[src/rtl/systolic_ctrl_if.sv]
// Host/buffer/array-side signals of the systolic array sequencer.
// The slave modport is the sequencer's view; master is the host/environment view.
interface systolic_ctrl_if #(
  parameter int N     = 2,
  parameter int WIDTH = 8,
  parameter int KW    = 8
);
  logic                 start;
  logic                 abort;
  logic [KW-1:0]        k_len;
  logic                 rd_en;
  logic [KW-1:0]        rd_k;
  logic [N*WIDTH-1:0]   a_col;
  logic [N*WIDTH-1:0]   b_row;
  logic [N*WIDTH-1:0]   a_west;
  logic [N-1:0]         valid_west;
  logic [N*WIDTH-1:0]   b_north;
  logic [N-1:0]         valid_north;
  logic                 array_rst;
  logic                 busy;
  logic                 done;

  modport slave (
    input  start, abort, k_len, a_col, b_row,
    output rd_en, rd_k, a_west, valid_west, b_north, valid_north,
           array_rst, busy, done
  );

  modport master (
    output start, abort, k_len, a_col, b_row,
    input  rd_en, rd_k, a_west, valid_west, b_north, valid_north,
           array_rst, busy, done
  );
endinterface

[src/rtl/systolic_ctrl.sv]
// Sequencer for an NxN output-stationary systolic MAC array: clears the array,
// streams k_len operand columns/rows with per-lane skew, drains, pulses done.
module systolic_ctrl #(
  parameter int N     = 2,
  parameter int WIDTH = 8,
  parameter int KW    = 8
) (
  input  logic              clk,
  input  logic              rst,
  systolic_ctrl_if.slave    bus
);

  typedef enum logic [2:0] {S_IDLE, S_CLEAR, S_FEED, S_DRAIN, S_DONE} state_t;

  localparam int CW = $clog2(2 * N);
  localparam logic [CW-1:0] DRAIN_LAST = CW'(2 * N - 1);

  state_t          state;
  logic [KW-1:0]   k_lat;
  logic [CW-1:0]   drain_cnt;
  logic            rd_en;
  logic [KW-1:0]   rd_k;
  logic            array_rst;
  logic            busy;
  logic            done;
  logic            abort_cut;

  logic [N*WIDTH-1:0] a_west_q;
  logic [N*WIDTH-1:0] b_north_q;
  logic [N-1:0]       valid_west_q;
  logic [N-1:0]       valid_north_q;

  assign abort_cut = bus.abort && (state inside {S_CLEAR, S_FEED, S_DRAIN});

  // NOTE: sequential state uses non-blocking assignments only, so every
  // register samples the pre-edge value of every other register.
  always_ff @(posedge clk) begin
    if (rst) begin
      state     <= S_IDLE;
      k_lat     <= '0;
      drain_cnt <= '0;
      rd_en     <= 1'b0;
      rd_k      <= '0;
      array_rst <= 1'b0;
      busy      <= 1'b0;
      done      <= 1'b0;
    end else if (abort_cut) begin
      state     <= S_IDLE;
      rd_en     <= 1'b0;
      array_rst <= 1'b0;
      busy      <= 1'b0;
      done      <= 1'b0;
    end else begin
      case (state)
        S_IDLE: begin
          if (bus.start) begin
            k_lat     <= bus.k_len;
            array_rst <= 1'b1;
            busy      <= 1'b1;
            state     <= S_CLEAR;
          end
        end
        S_CLEAR: begin
          array_rst <= 1'b0;
          if (k_lat != '0) begin
            rd_en <= 1'b1;
            rd_k  <= '0;
            state <= S_FEED;
          end else begin
            drain_cnt <= DRAIN_LAST;
            state     <= S_DRAIN;
          end
        end
        S_FEED: begin
          if (rd_k == k_lat - KW'(1)) begin
            rd_en     <= 1'b0;
            drain_cnt <= DRAIN_LAST;
            state     <= S_DRAIN;
          end else begin
            rd_k <= rd_k + KW'(1);
          end
        end
        S_DRAIN: begin
          // 2N cycles lets the last operand cross the whole array diagonal.
          if (drain_cnt == '0) begin
            busy  <= 1'b0;
            done  <= 1'b1;
            state <= S_DONE;
          end else begin
            drain_cnt <= drain_cnt - CW'(1);
          end
        end
        S_DONE: begin
          done  <= 1'b0;
          state <= S_IDLE;
        end
        default: state <= S_IDLE;
      endcase
    end
  end

  // Lane i: data delayed i+1 stages behind the buffer output, valid delayed
  // i+2 stages behind rd_en (one extra for the buffer read latency).
  for (genvar i = 0; i < N; i++) begin : g_lane
    logic [WIDTH-1:0] a_pipe [i+1];
    logic [WIDTH-1:0] b_pipe [i+1];
    logic [i+1:0]     va_pipe;
    logic [i+1:0]     vb_pipe;

    // NOTE: the skew storage is reset explicitly because the outputs must
    // read zero after reset; plain data pipes would not otherwise need it.
    always_ff @(posedge clk) begin
      if (rst) begin
        for (int s = 0; s <= i; s++) begin
          a_pipe[s] <= '0;
          b_pipe[s] <= '0;
        end
      end else begin
        a_pipe[0] <= bus.a_col[i*WIDTH +: WIDTH];
        b_pipe[0] <= bus.b_row[i*WIDTH +: WIDTH];
        for (int s = 1; s <= i; s++) begin
          a_pipe[s] <= a_pipe[s-1];
          b_pipe[s] <= b_pipe[s-1];
        end
      end
    end

    always_ff @(posedge clk) begin
      if (rst || abort_cut) begin
        va_pipe <= '0;
        vb_pipe <= '0;
      end else begin
        va_pipe <= {va_pipe[i:0], rd_en};
        vb_pipe <= {vb_pipe[i:0], rd_en};
      end
    end

    assign a_west_q[i*WIDTH +: WIDTH]  = a_pipe[i];
    assign b_north_q[i*WIDTH +: WIDTH] = b_pipe[i];
    assign valid_west_q[i]             = va_pipe[i+1];
    assign valid_north_q[i]            = vb_pipe[i+1];
  end

  assign bus.rd_en       = rd_en;
  assign bus.rd_k        = rd_k;
  assign bus.array_rst   = array_rst;
  assign bus.busy        = busy;
  assign bus.done        = done;
  assign bus.a_west      = a_west_q;
  assign bus.b_north     = b_north_q;
  assign bus.valid_west  = valid_west_q;
  assign bus.valid_north = valid_north_q;

endmodule

[src/flat_wrapper.sv]
// flat-port wrapper written by rule: the top's interface ports become plain ports
module systolic_ctrl_flat 
#(
  parameter int N     = 2,
  parameter int WIDTH = 8,
  parameter int KW    = 8
)
  (clk, rst, bus_start, bus_abort, bus_k_len, bus_a_col, bus_b_row, bus_rd_en, bus_rd_k, bus_a_west, bus_valid_west, bus_b_north, bus_valid_north, bus_array_rst, bus_busy, bus_done);
  systolic_ctrl_if #(.N(N), .WIDTH(WIDTH), .KW(KW)) bus_i ();
  input  logic clk;
  input  logic rst;
  input wire logic [$bits(bus_i.start)-1:0] bus_start;
  input wire logic [$bits(bus_i.abort)-1:0] bus_abort;
  input wire logic [$bits(bus_i.k_len)-1:0] bus_k_len;
  input wire logic [$bits(bus_i.a_col)-1:0] bus_a_col;
  input wire logic [$bits(bus_i.b_row)-1:0] bus_b_row;
  output wire logic [$bits(bus_i.rd_en)-1:0] bus_rd_en;
  output wire logic [$bits(bus_i.rd_k)-1:0] bus_rd_k;
  output wire logic [$bits(bus_i.a_west)-1:0] bus_a_west;
  output wire logic [$bits(bus_i.valid_west)-1:0] bus_valid_west;
  output wire logic [$bits(bus_i.b_north)-1:0] bus_b_north;
  output wire logic [$bits(bus_i.valid_north)-1:0] bus_valid_north;
  output wire logic [$bits(bus_i.array_rst)-1:0] bus_array_rst;
  output wire logic [$bits(bus_i.busy)-1:0] bus_busy;
  output wire logic [$bits(bus_i.done)-1:0] bus_done;
  assign bus_i.start = bus_start;
  assign bus_i.abort = bus_abort;
  assign bus_i.k_len = bus_k_len;
  assign bus_i.a_col = bus_a_col;
  assign bus_i.b_row = bus_b_row;
  assign bus_rd_en = bus_i.rd_en;
  assign bus_rd_k = bus_i.rd_k;
  assign bus_a_west = bus_i.a_west;
  assign bus_valid_west = bus_i.valid_west;
  assign bus_b_north = bus_i.b_north;
  assign bus_valid_north = bus_i.valid_north;
  assign bus_array_rst = bus_i.array_rst;
  assign bus_busy = bus_i.busy;
  assign bus_done = bus_i.done;
  systolic_ctrl #(.N(N), .WIDTH(WIDTH), .KW(KW)) u_core (.clk(clk), .rst(rst), .bus(bus_i));
endmodule
[config.mk]
export PLATFORM = sky130hd
export DESIGN_NAME = systolic_ctrl_flat
export DESIGN_NICKNAME = d
export VERILOG_FILES = /design/src/rtl/systolic_ctrl_if.sv /design/src/rtl/systolic_ctrl.sv /design/src/flat_wrapper.sv
export SDC_FILE = /design/constraint.sdc
export NUM_CORES = 1
export LEC_CHECK = 0
export BUFFER_PORTS_ARGS = -buffer_cell sky130_fd_sc_hd__clkbuf_2
export CORE_MARGIN = 2
export CORE_UTILIZATION = 50
export DETAILED_ROUTE_END_ITERATION = 8
export PLACE_DENSITY = 0.89
export SYNTH_ARGS = -nofsm -noshare
export SYNTH_HDL_FRONTEND = slang
export SYNTH_SLANG_ARGS = --single-unit
[constraint.sdc]
create_clock -name clk -period 5.5 [get_ports clk]
set_input_delay 1.375 -clock clk [delete_from_list [all_inputs] [get_ports clk]]
set_output_delay 1.375 -clock clk [all_outputs]
set_load 0.01 [all_outputs]
-- After elaboration in Yosys (flattened, before gate mapping)
Memories as Yosys holds them, arrays and structs flattened.
Index checks and enable logic that the tools add are counted.
- input bits: 44
- bits in registers: 35
- output and inout port bits: 48
- bits in writable memories: 48
- logic and storage cells: 89
- memories kept: 4
- reductions and logical operators: 21
- add/sub/neg operators: 3
- mux-type cells: 32
- bitwise gates (word level): 5
- equality and inequality tests: 12
- memories (name ; words ; width ; read ports ; clocked after memory_dff ; write ports ; line ; source):
    u_core.g_lane[1].a_pipe ; 2 ; 8 ; 2 ; 0 ; 2 ; systolic_ctrl.sv:105 ; logic [WIDTH-1:0] a_pipe [i+1];
    u_core.g_lane[1].b_pipe ; 2 ; 8 ; 2 ; 0 ; 2 ; systolic_ctrl.sv:106 ; logic [WIDTH-1:0] b_pipe [i+1];
    u_core.g_lane[0].a_pipe ; 1 ; 8 ; 1 ; 0 ; 1 ; systolic_ctrl.sv:105 ;
    u_core.g_lane[0].b_pipe ; 1 ; 8 ; 1 ; 0 ; 1 ; systolic_ctrl.sv:106 ;
- operator list (cell ; number):
    $mux 8 ; 8
    $pmux 8 s2 ; 1
    $reduce_or 8->1 ; 2
    $ne 2x2->1 const B ; 7
    $pmux 3 s4 ; 1
    $reduce_and 3->1 ; 4
    $mux 1 ; 11
    $mux 3 ; 3
    $add 8x1->8 const B ; 1
    $eq 8x8->1 ; 1
    $pmux 1 s2 ; 4
    $reduce_bool 2->1 ; 4
    $reduce_bool 8->1 ; 1
    $sub 8x1->8 const B ; 1
    $eq 3x2->1 const B ; 2
    $mux 2 ; 3
    $pmux 2 s3 ; 1
    $reduce_and 5->1 ; 1
    $or 1x1->1 ; 4
    $reduce_and 2->1 ; 2
    $reduce_and 4->1 ; 1
    $eq 3x1->1 const B ; 1
    $eq 3x3->1 const B ; 1
    $logic_not 3->1 ; 1
    7 further kinds ; 7

-- Logic depth before layout (Yosys ltp)
- depth after elaboration: 5
- depth in mapped cells: 10
- gate-level depth less buffers: 8

-- Worst setup path before layout
OpenSTA, ideal clock, no wires.
- kind: input to register
- start: input port bus_abort
- end: register u_core.rd_k[5] (netlist: u_core.bus.rd_k[5])
- setup time: 91 ps
- slack: 3242 ps
- cell stages on the path: 5
- arrival time: 2167 ps
- data required time: 5409 ps
- path buffers: 0
- path through: nor2_1 a22oi_1 nor2_1 a21oi_1 a311oi_1
- word-level cells in the longest chain between the ends: 3
- ends and longest elaborated chain (what ; line ; source):
    start: declaration ; flat_wrapper.sv:13 ; input wire logic [$bits(bus_i.abort)-1:0] bus_abort;
    $logic_and 1x1->1 ; systolic_ctrl.sv:33 ; assign abort_cut = bus.abort && (state inside {S_CLEAR, S_FEED, S_DRAIN});
    $not 1->1 (no line) ; -- ;
    $reduce_and 4->1 (no line) ; -- ;
    end signal: assignment ; systolic_ctrl.sv:80 ; rd_k <= rd_k + KW'(1);
    end: declaration ; systolic_ctrl.sv:22 ; logic [KW-1:0] rd_k;
Every way passes these cells.
A chain may end at the register's enable or synchronous reset.

-- Worst setup path after layout
- start: register u_core.k_lat[0]
- end: register u_core.rd_k[2] (netlist: u_core.bus.rd_k[2])
- word-level cells in the longest chain between the ends: 4
- elaborated cells on any way between the ends: 6
- classes of those cells: add/sub: 1; eq/ne: 3; reduce/logical: 2
- ends and longest elaborated chain (what ; line ; source):
    start: declaration ; systolic_ctrl.sv:19 ; logic [KW-1:0] k_lat;
    start signal: assignment ; systolic_ctrl.sv:57 ; k_lat <= bus.k_len;
    $sub 8x1->8 ; systolic_ctrl.sv:75 ; if (rd_k == k_lat - KW'(1)) begin
    $eq 8x8->1 ; systolic_ctrl.sv:75 ;
    $ne 2x2->1 (no line) ; -- ;
    $reduce_and 4->1 (no line) (*) ; -- ;
Every way passes the cells marked *; elsewhere a longest branch is shown, timed or not.

==> results.md <==
- # DRC: 0
- Sequential share of the synthesized area: 51.5%
- Power Density: 394 mW/mm^2
- Startpoint types: flop
- Layout cell share with drive strength beyond 1: 28.1%
- Critical path origin: u_core.k_lat[0]$_SDFFE_PP0P_
- Combinational family with the most area after synthesis: simple AND/OR/NAND/NOR gates
- Setup TNS Final: 0 ns
- Worst setup path endpoint: u_core.bus.rd_k[2]$_SDFFE_PP0P_
- Via Count: 2319
- Max cap viols: 0
- Crit path arrival time: 2.80 ns
- Wirelength per Cell: 12.2 microns
- Die X-Extent: 80.9 microns
- I/O Buffers: 91
- Most frequent cells in the layout: clkbuf_2, dfxtp_1, nor2b_1
- Largest stage delay, worst path: 0.49 ns
- Fillers: 528
- Final HPWL DP: 4170 microns
- Adder-cell share of the synthesized area: 1.27%
- Final ANT Viol Nets: 0
- Final Max Tran Viols: 0
- Clock root cell: clkbuf_8
- CP Cell Sequence: inv_1 -> ha_1 -> nor3b_1 -> o211ai_1 -> a311o_1 -> a2111o_1 -> and3_1 -> o21ai_1
- Die Y: 80.9 microns
- Area after DPL: 0.00332 sq mm
- Initial antenna violation count: 0
- Register area: 0.00152 sq mm
- Minimum clock period: 2.52 ns
- Setup WS pre-CTS: 2.80 ns
- RSZ-0062 raised after global routing: false
- Cells after DPL: 458
- Wirelength, routed: 5770 microns
- Ys Warns: 0
- Clock buffer depth: 2
- Cells after Synth: 324
- Total power: 1.39 mW
- Slowest CP cell: a2111o_1
- Nets@finish: 441
- Post-CTS sizing: 0
- Final worst setup slack: 2.98 ns
- Final period util: 45.9%
- Cts hold-fix bufs: 0
- Reg2reg end: u_core.bus.rd_k[2]$_SDFFE_PP0P_
- Switching Fraction: 29.9%
- GRT Residual Overflow: 0
- Synthesized area per cell: 9.12 sq um
- Status: completed
- Post-Syn Nets: 371
- Clk slew on worst S/H paths: 0.08 ns
- N_diodes: 0
- CP Capture Type: flop
- Global-route wire length before repair: 9200 microns
- Routability Congestion: 0.830
- Least-Margin Pin Slew: 0.564 ns
- Largest net degree at the start of global routing: 61
- XOR/XNOR Fraction of Synth Area: 2.37%
- Crit-path max FO: 11
- DRT iter0 DRCs: 141
- Synth-to-Final Area Change: 19.7%
- Sequential power share: 46.2%
- Vias/cell: 4.89
- Clock Power Share: 33.4%
- Fmax: 396 MHz
- Number of synthesized flops with an enable pin: 0
- Worst setup path category: reg2reg
- Final setup fails: 0
- Tot GR Track Use: 18.4%
- Max IR drop VDD: 0.241 mV
- DIE AREA: 0.00654 sq mm
- H-tree depth: 3
- Final hold viol count: 0
- Reg2reg setup slack: 2.98 ns
- Vias in the first global route: 2198
- Pleak: 1.60 nW
- Initial core utilization: 50.8%
- Post-CTS Setup Bufs: 0
- Cell area after synthesis: 0.00296 sq mm
- R2R cell count: 8
- Comb pwr share: 20.4%
- CTS tree: yes
- Final instance area: 0.00354 sq mm
- Area of the multi-input gates: 0.00119 sq mm
- Sw power: 0.417 mW
- Fin cells: 474
- Final Skew: 0.00428 ns
- Most common library cell in the layout ignoring fill and taps: clkbuf_2
- Share of synthesized registers carrying an async set or reset: 0%
- Clock Latency Late Sink: 0.34 ns
- Internal Power: 0.977 mW
- R2r startpoint: u_core.k_lat[0]$_SDFFE_PP0P_
- HP Class: reg2reg
- Clk sinks: 76
- Core footprint: 0.00582 sq mm
- Num rows: 28
- I/O pin total: 92
- Synth Area in Compound Gates: 10.2%
- Synthesized flop and latch total: 76
- Post-synth top flop: dfxtp_1
- Total CTS buffers: 9
- Netlist cell types: 43
- Simple-gate portion of the synthesized area: 25.5%
- DRT Pass-1 Iters: 4
- Multiplexer share of the synthesized area: 1.02%
- Critical Path RT: 5.78 ns
- Max_slew headroom: 62.4%
-- sequential cells by signal (all words and copies together), names as in the netlist --
register               count
u_core.bus.rd_en           1
u_core.bus.rd_k            8
u_core.drain_cnt           2
u_core.state               3
u_core.bus.busy            1
u_core.g_lane.b_pipe      24
u_core.g_lane.vb_pipe      3
u_core.k_lat               8
u_core.g_lane.a_pipe      24
u_core.bus.done            1
u_core.bus.array_rst       1
-- per-stage QoR --
step / hold WS, ns / util [%]
finish: 0.437 / 60.8
global route: 0.462 / 60.8
CTS: 0.432 / 60.8
detailed placement: 0.419 / 57.0
global placement: 0.399 / 57.0
floorplan: 0.394 / -
-- kinds of logic (layout without fill, tap and decap cells) --
kind of cell             count (synthesis)  in the layout
AO/OA/AOI/OAI                           47             47
XOR/XNOR                                 8              8
adder cells (fa/ha/maj)                  3              3
buffers and inverters                   45            120
flip-flops                              76             76
multiplexers                             3              3
AND/OR/NAND/NOR                        142            142
-- power by group through the flow --
stage               clock (mW)  sequential (mW)  combinational (mW)
floorplan                    0            0.644               0.221
global route             0.502            0.652               0.321
global placement             0            0.654               0.274
CTS                      0.479            0.643               0.284
finish                   0.466            0.644               0.284
detailed placement           0            0.656               0.283
-- Yosys cell counts, types with 2 or more instances --
master,number,area (sq um)
o21ai_0,7,35.0
buf_4,19,143
xnor2_1,2,17.5
mux2i_1,3,30.0
nand3b_1,2,15.0
clkbuf_1,13,48.8
nand4_1,5,31.3
nor2b_1,49,307
a211oi_1,2,15.0
a31oi_1,2,12.5
nor4_1,2,12.5
and3_1,8,50.1
ha_1,3,37.5
a21oi_1,19,95.1
o21a_1,2,15.0
nor2_1,19,71.3
xor2_1,6,52.6
dfxtp_1,76,1520
a311oi_1,2,17.5
nand2_1,34,128
inv_1,12,45.0
a31o_1,2,17.5
nand3_1,8,40.0
nor3_1,4,20.0
nand2b_1,5,31.3
-- how the worst min path moves through the flow --
| stage | to | start | cells after the start |
|---|---|---|---|
| 6_report | u_core.g_lane[1].vb_pipe[1]$_SDFF_PP0_ | u_core.g_lane[1].vb_pipe[0]$_SDFF_PP0_ | 2 |
| 5_1_grt | u_core.g_lane[1].a_pipe[0][8]$_SDFF_PP0_ | u_core.g_lane[1].a_pipe[0][0]$_SDFF_PP0_ | 1 |
| 4_1_cts | u_core.g_lane[1].vb_pipe[1]$_SDFF_PP0_ | u_core.g_lane[1].vb_pipe[0]$_SDFF_PP0_ | 2 |
| 3_5_place_dp | u_core.g_lane[1].vb_pipe[1]$_SDFF_PP0_ | u_core.g_lane[1].vb_pipe[0]$_SDFF_PP0_ | 2 |
| 3_3_place_gp | u_core.g_lane[1].vb_pipe[1]$_SDFF_PP0_ | u_core.g_lane[1].vb_pipe[0]$_SDFF_PP0_ | 2 |
| 2_1_floorplan | u_core.g_lane[1].vb_pipe[1]$_SDFF_PP0_ | u_core.g_lane[1].vb_pipe[0]$_SDFF_PP0_ | 2 |
-- worst max-delay path, delay by kind of cell (launching register included) --
kind	cells	cell delay (ns)
buf+inv	1	0.07
compound gates	4	1.11
flops	1	0.35
fa+ha+maj	1	0.31
simple gates	2	0.62
-- metal layers --
metal	up-vias	wire length [microns]	global-route usage [%]
li1	1198	-	-
met1	1041	2500	20.2
met2	78	2840	31.9
met3	2	413	6.22
met4	0	15	8.47
met5	-	0	0
-- final cells by class --
class | count | share of cell area [%]
flip-flops and latches | 76 | 43.0
multi-input cells | 203 | 33.7
repair buffers | 92 | 13.1
clock buffers | 9 | 3.50
clock inverters | 7 | 2.79
well taps | 75 | 2.65
inverters | 12 | 1.27
Power figures use the tool's default switching activity.
